File: config.mk
export PLATFORM = sky130hd
export DESIGN_NAME = spi_slave
export DESIGN_NICKNAME = d
export VERILOG_FILES = /design/src/rtl/spi_slave.sv
export SDC_FILE = /design/constraint.sdc
export NUM_CORES = 1
export LEC_CHECK = 0
export ABC_AREA = 0
export CAP_MARGIN = 20
export CORE_MARGIN = 5
export CORE_UTILIZATION = 58
export CTS_CLUSTER_SIZE = 30
export DETAILED_ROUTE_END_ITERATION = 16
export HOLD_SLACK_MARGIN = 0.05
export PLACE_DENSITY = 0.89
export SYNTH_ARGS = -nofsm -noshare
export SYNTH_HDL_FRONTEND = slang
export SYNTH_SLANG_ARGS = --single-unit
export TNS_END_PERCENT = 30
File: constraint.sdc
create_clock -name sysClk -period 2.8 [get_ports sysClk]
set_input_delay 0.7 -clock sysClk [delete_from_list [all_inputs] [get_ports sysClk]]
set_output_delay 0.7 -clock sysClk [all_outputs]
set_load 0.02 [all_outputs]
File: src/rtl/spi_slave.sv
// Mode-0 MSB-first SPI slave: oversamples the master's pins on sysClk, exposes a
// byte-level rx strobe/ack handshake and a double-buffered miso transmit path.
module spi_slave #(
    parameter int DATA_WIDTH  = 8,
    parameter int SYNC_STAGES = 2
) (
    input  logic                  sysClk,
    input  logic                  reset,
    input  logic                  spiClk_i,
    input  logic                  ss_n_i,
    input  logic                  mosi_i,
    output logic                  miso,
    input  logic [DATA_WIDTH-1:0] tx_byte,
    input  logic                  tx_load,
    output logic                  tx_ready,
    output logic [DATA_WIDTH-1:0] rx_byte,
    output logic                  rx_valid,
    input  logic                  rx_ack,
    output logic                  rx_overrun,
    output logic                  busy
);

    localparam int CW = (DATA_WIDTH > 1) ? $clog2(DATA_WIDTH) : 1;
    localparam logic [CW-1:0] CNT_MAX = CW'(DATA_WIDTH - 1);

    localparam logic [1:0] SIdle  = 2'd0;
    localparam logic [1:0] SShift = 2'd1;
    localparam logic [1:0] SDone  = 2'd2;

    logic [SYNC_STAGES-1:0] sclk_sr, ss_sr, mosi_sr;
    logic                   sclk_prev, ss_prev;
    logic                   sclk_sync, ss_sync, mosi_sync;
    logic                   sclk_rise, sclk_fall, ss_fall;

    logic [1:0]             state;
    logic [CW-1:0]          bit_cnt;
    logic [DATA_WIDTH-1:0]  tx_buf, tx_shift, rx_shift;
    logic                   tx_full, tx_shift_vld;
    logic                   seen_rise, word_started, rx_pending;
    logic [DATA_WIDTH-1:0]  next_tx;
    logic                   next_tx_vld;

    // ss_n synchronizer resets to the deselected level so a low pin at reset release reads as a fall
    always_ff @(posedge sysClk or negedge reset) begin
        if (!reset) begin
            sclk_sr   <= '0;
            ss_sr     <= '1;
            mosi_sr   <= '0;
            sclk_prev <= 1'b0;
            ss_prev   <= 1'b1;
        end else begin
            sclk_sr   <= {sclk_sr[SYNC_STAGES-2:0], spiClk_i};
            ss_sr     <= {ss_sr[SYNC_STAGES-2:0], ss_n_i};
            mosi_sr   <= {mosi_sr[SYNC_STAGES-2:0], mosi_i};
            sclk_prev <= sclk_sync;
            ss_prev   <= ss_sync;
        end
    end

    assign sclk_sync = sclk_sr[SYNC_STAGES-1];
    assign ss_sync   = ss_sr[SYNC_STAGES-1];
    assign mosi_sync = mosi_sr[SYNC_STAGES-1];
    assign sclk_rise = !sclk_prev && sclk_sync;
    assign sclk_fall = sclk_prev && !sclk_sync;
    assign ss_fall   = ss_prev && !ss_sync;

    // Word handed to the shift register on a load/reload; a same-cycle tx_load bypasses the buffer
    always_comb begin
        next_tx     = '0;
        next_tx_vld = 1'b0;
        if (tx_load) begin
            next_tx     = tx_byte;
            next_tx_vld = 1'b1;
        end else if (tx_full) begin
            next_tx     = tx_buf;
            next_tx_vld = 1'b1;
        end
    end

    always_ff @(posedge sysClk or negedge reset) begin
        if (!reset) begin
            state        <= SIdle;
            bit_cnt      <= CNT_MAX;
            tx_buf       <= '0;
            tx_full      <= 1'b0;
            tx_shift     <= '0;
            tx_shift_vld <= 1'b0;
            rx_shift     <= '0;
            seen_rise    <= 1'b0;
            word_started <= 1'b0;
            rx_pending   <= 1'b0;
            miso         <= 1'b0;
            rx_byte      <= '0;
            rx_valid     <= 1'b0;
            rx_overrun   <= 1'b0;
        end else begin
            rx_valid <= 1'b0;
            if (rx_ack) begin
                rx_pending <= 1'b0;
                rx_overrun <= 1'b0;
            end
            if (tx_load) begin
                tx_buf  <= tx_byte;
                tx_full <= 1'b1;
            end

            case (state)
                SIdle: begin
                    miso <= 1'b0;
                    if (ss_fall) begin
                        tx_shift     <= next_tx;
                        tx_shift_vld <= next_tx_vld;
                        tx_full      <= 1'b0;
                        miso         <= next_tx[DATA_WIDTH-1];
                        bit_cnt      <= CNT_MAX;
                        rx_shift     <= '0;
                        seen_rise    <= 1'b0;
                        word_started <= 1'b0;
                        state        <= SShift;
                    end
                end

                SShift: begin
                    if (ss_sync) begin
                        state    <= SIdle;
                        miso     <= 1'b0;
                        bit_cnt  <= CNT_MAX;
                        rx_shift <= '0;
                        // An untouched word goes back to the empty buffer so it is sent next frame
                        if (!word_started && tx_shift_vld && !tx_full && !tx_load) begin
                            tx_buf  <= tx_shift;
                            tx_full <= 1'b1;
                        end
                        tx_shift_vld <= 1'b0;
                    end else if (sclk_rise) begin
                        rx_shift     <= {rx_shift[DATA_WIDTH-2:0], mosi_sync};
                        seen_rise    <= 1'b1;
                        word_started <= 1'b1;
                        if (bit_cnt == '0) begin
                            state <= SDone;
                        end else begin
                            bit_cnt <= bit_cnt - CW'(1);
                        end
                    end else if (sclk_fall && seen_rise) begin
                        miso <= tx_shift[bit_cnt];
                    end
                end

                SDone: begin
                    rx_byte    <= rx_shift;
                    rx_valid   <= 1'b1;
                    rx_pending <= 1'b1;
                    if (rx_pending && !rx_ack) begin
                        rx_overrun <= 1'b1;
                    end
                    tx_shift     <= next_tx;
                    tx_shift_vld <= next_tx_vld;
                    tx_full      <= 1'b0;
                    bit_cnt      <= CNT_MAX;
                    word_started <= 1'b0;
                    if (ss_sync) begin
                        state <= SIdle;
                        miso  <= 1'b0;
                    end else begin
                        state <= SShift;
                    end
                end

                default: state <= SIdle;
            endcase
        end
    end

    assign tx_ready = !tx_full;
    assign busy     = (state != SIdle);

endmodule
==> metrics.cfg, run 1 <==
[setup_path]
cp.required_ns = 2.10
worst-setup-path-type = flop to output pin
critPathLaunchType = flop
cp.arrival_ns = 1.88
cp-end-kind = output pin
r2r_end = bit_cnt[2]
path_max_fanout = 8
timing.rr.start = state[1]
r2r_slack_ns = 0.68
reg2regPathDepth = 6

[power_and_ir_drop]
p_int_mw = 1.34
clockPowerShare = 0.214
ir_worst_vdd_uv = 388
pwr-share-seq = 0.499
pwr-share-comb = 0.287
switchingPower_uw = 713
pwr_density_cell_mw_per_mm2 = 734
swShare = 0.348
p_leak_nw = 1.29

[floorplan]
row_count = 23
io_pins = 28
die_h_um = 74.5
fp.dieW_um = 74.5
initial_core_util = 0.598
die-area_mm2 = 0.00554
coreArea_mm2 = 0.00403

[final_layout]
drive_above_1_share = 0.134
design_area_mm2 = 0.00279
n_antenna_cell = 0
nNetsFinal = 267
final_util = 0.693
stdcell_count = 297
area_growth_pct = 15.8
num-fill-cells = 296

[timing]
clock_skew_ns = 0.0109
drv_slew = 0
tightest_slew_ns = 0.644
report.final.setup_viol = 0
rsz0062_at_grt = no
finalSetupTns_ns = 0
fin_crit_ns = 2.58
slew_headroom = 0.571
fmax_mhz = 387
finalHoldViolCount = 0
fin_crit_sh = 0.922
finalWorstSetupSlack_ns = 0.217

[clock_tree]
post_cts_buffers = 0
cts.repair.resized = 0
h-tree-depth = 2
hold_buffers = 0
clockRootBuffer = clkbuf_8
tritoncts = done
cts.sinks = 53
clk_pin_slew_worst_paths_ns = 0.10
clk_path_buf_depth = 2
clock_latency_ns = 0.32
cts_buffers = 5

[yosys]
syn_area_mm2 = 0.00241
synthFlopType = dfrtp_1
synthTopCellsByCount = 47 x dfrtp_1, 21 x o21ai_0, 19 x inv_1, 19 x nand2_1, 14 x mux2i_1
avgSynthCellArea_um2 = 11.0
yosysMostFrequentCell = dfrtp_1
ys_ff_latch = 53
synth.distinct_cells = 41
synth_nets = 240
synth_top_area_frac = 0.488
ys_seq_area_frac = 0.553
synth_top_area_cell = dfrtp_1
synth_edf_count = 0
ys_top_cells_by_area = dfrtp_1 49%, dfstp_2 6.5%, mux2i_1 5.8%
syn_inst = 219
async_flop_share = 1.00
synth_warnings = 0

[routing]
drc_errors = 0
dr.pass1.iters = 4
wirelength_um = 4640
drtIter0Drc = 157
wire_per_inst_um = 15.6
drt.antenna.violating_nets = 0
routed_via_density = 5.67
num_vias = 1685

[global_routing]
grt_use_total = 0.190
antenna_found_initial = 0
grt_pass1_wl_um = 7940
grt_max_degree = 54
grt_overflow_total = 0
grt_pass1_vias = 1686

[worst_hold_path]
hold_path_class = flop to flop
holdPathEnd = sclk_sr[1]
hold_path_depth = 0
min_from = sclk_sr[0]

[placed_design]
gp_congestion = 0.779
post_dp_cell_area_mm2 = 0.00269
portBuffers = 27
dp_slack_ns = 0.446
place_inst = 288
dpl.hpwl_um = 3060

[run_status]
status = completed

[run]
maxCapViolCount = 0

-- state kept, by name, indices dropped and copies added (netlist names), 2 cells and up --
name / cells
rx_byte: 8
rx_shift: 8
tx_buf: 8
tx_shift: 8
bit_cnt: 3
mosi_sr: 2
sclk_sr: 2
ss_sr: 2
state: 2
-- area by class of cell --
class                      count  area [um^2]  area share
multi-input combinational    137          943       0.338
sequential                    53         1330       0.478
timing repair buffer          30          288       0.103
tap                           50         62.6      0.0224
clock buffer                   5         68.8      0.0247
clock inverter                 3         22.5     0.00807
inverter                      19         71.3      0.0256
-- cell usage in the layout, fill, tap and decap left out, drive strengths merged --
cell type,instances
buf,4
mux4,1
a22oi,8
nand3,11
clkbuf,5
nand2,19
dfrtp,47
a41oi,1
nand3b,1
o21bai,1
mux2,8
nand4b,1
and2,1
inv,19
a31oi,1
mux2i,14
clkinv,3
o21ai,26
nor2b,6
a21o,1
nor2,8
a211oi,1
nand2b,3
a21oi,10
nand4,1
o22ai,1
o2111ai,1
a21boi,1
ha,6
and2b,1
or2,1
clkdlybuf4s50,26
dfstp,6
a22o,1
a221oi,1
or3,1
-- critical path, cell delays in order, from the launching register on --
cell and delay (ns):
dfrtp_1 0.41, inv_1 0.12, ha_1 0.39, inv_1 0.10, clkdlybuf4s50_1 0.55
-- per-layer routing --
metal	share of wire	track usage	vias to the layer above
met5	0	0	-
met4	0.020	0.0810	0
li1	-	-	808
met1	0.44	0.259	835
met2	0.50	0.294	33
met3	0.035	0.0419	9
-- logic make-up after synthesis --
group                    count (synthesis)  share of synthesized area
AND/OR/NAND/NOR                         54                      0.115
flip-flops                              53                      0.553
multiplexers                            23                      0.105
buffers and inverters                   29                     0.0550
AO/OA/AOI/OAI                           54                      0.141
adder cells (fa/ha/maj)                  6                     0.0312
-- power by group through the flow --
stage	Sequential [mW]	Combinational, mW	Clock [mW]
6_report	1.02	0.588	0.438
5_1_grt	1.04	0.665	0.479
4_1_cts	1.02	0.582	0.445
3_5_place_dp	1.03	0.576	0
3_3_place_gp	1.03	0.553	0
2_1_floorplan	1.01	0.437	0
-- stage by stage --
stage | total power, mW | hold slack [ns]
final | 2.05 | 0.359
after detailed placement | 1.61 | 0.337
after global placement | 1.58 | 0.333
after global routing | 2.18 | 0.372
after CTS | 2.05 | 0.361
after floorplan | 1.45 | 0.331
-- worst max-delay path by stage --
| stage | to | depth (start not counted) | start | slack, ns |
|---|---|---|---|---|
| detailed placement | tx_buf[0] | 4 | tx_load | 0.45 |
| CTS | busy | 4 | state[0] | 0.22 |
| global placement | tx_full | 5 | tx_load | 0.52 |
| finish | busy | 4 | state[0] | 0.22 |
| global route | busy | 4 | state[0] | 0.13 |
| floorplan | miso | 6 | tx_load | 1.11 |
(Power assumes the default switching activity.)
==> run 2, diff against run 1 <==
--- a/config.mk
+++ b/config.mk
@@ -13,6 +13,7 @@
 export DETAILED_ROUTE_END_ITERATION = 16
 export HOLD_SLACK_MARGIN = 0.05
 export PLACE_DENSITY = 0.89
+export SKIP_LAST_GASP = 1
 export SYNTH_ARGS = -nofsm -noshare
 export SYNTH_HDL_FRONTEND = slang
 export SYNTH_SLANG_ARGS = --single-unit
==> results of run 2 <==
The final DEF is identical to that of run 1; final timing and power are the same.
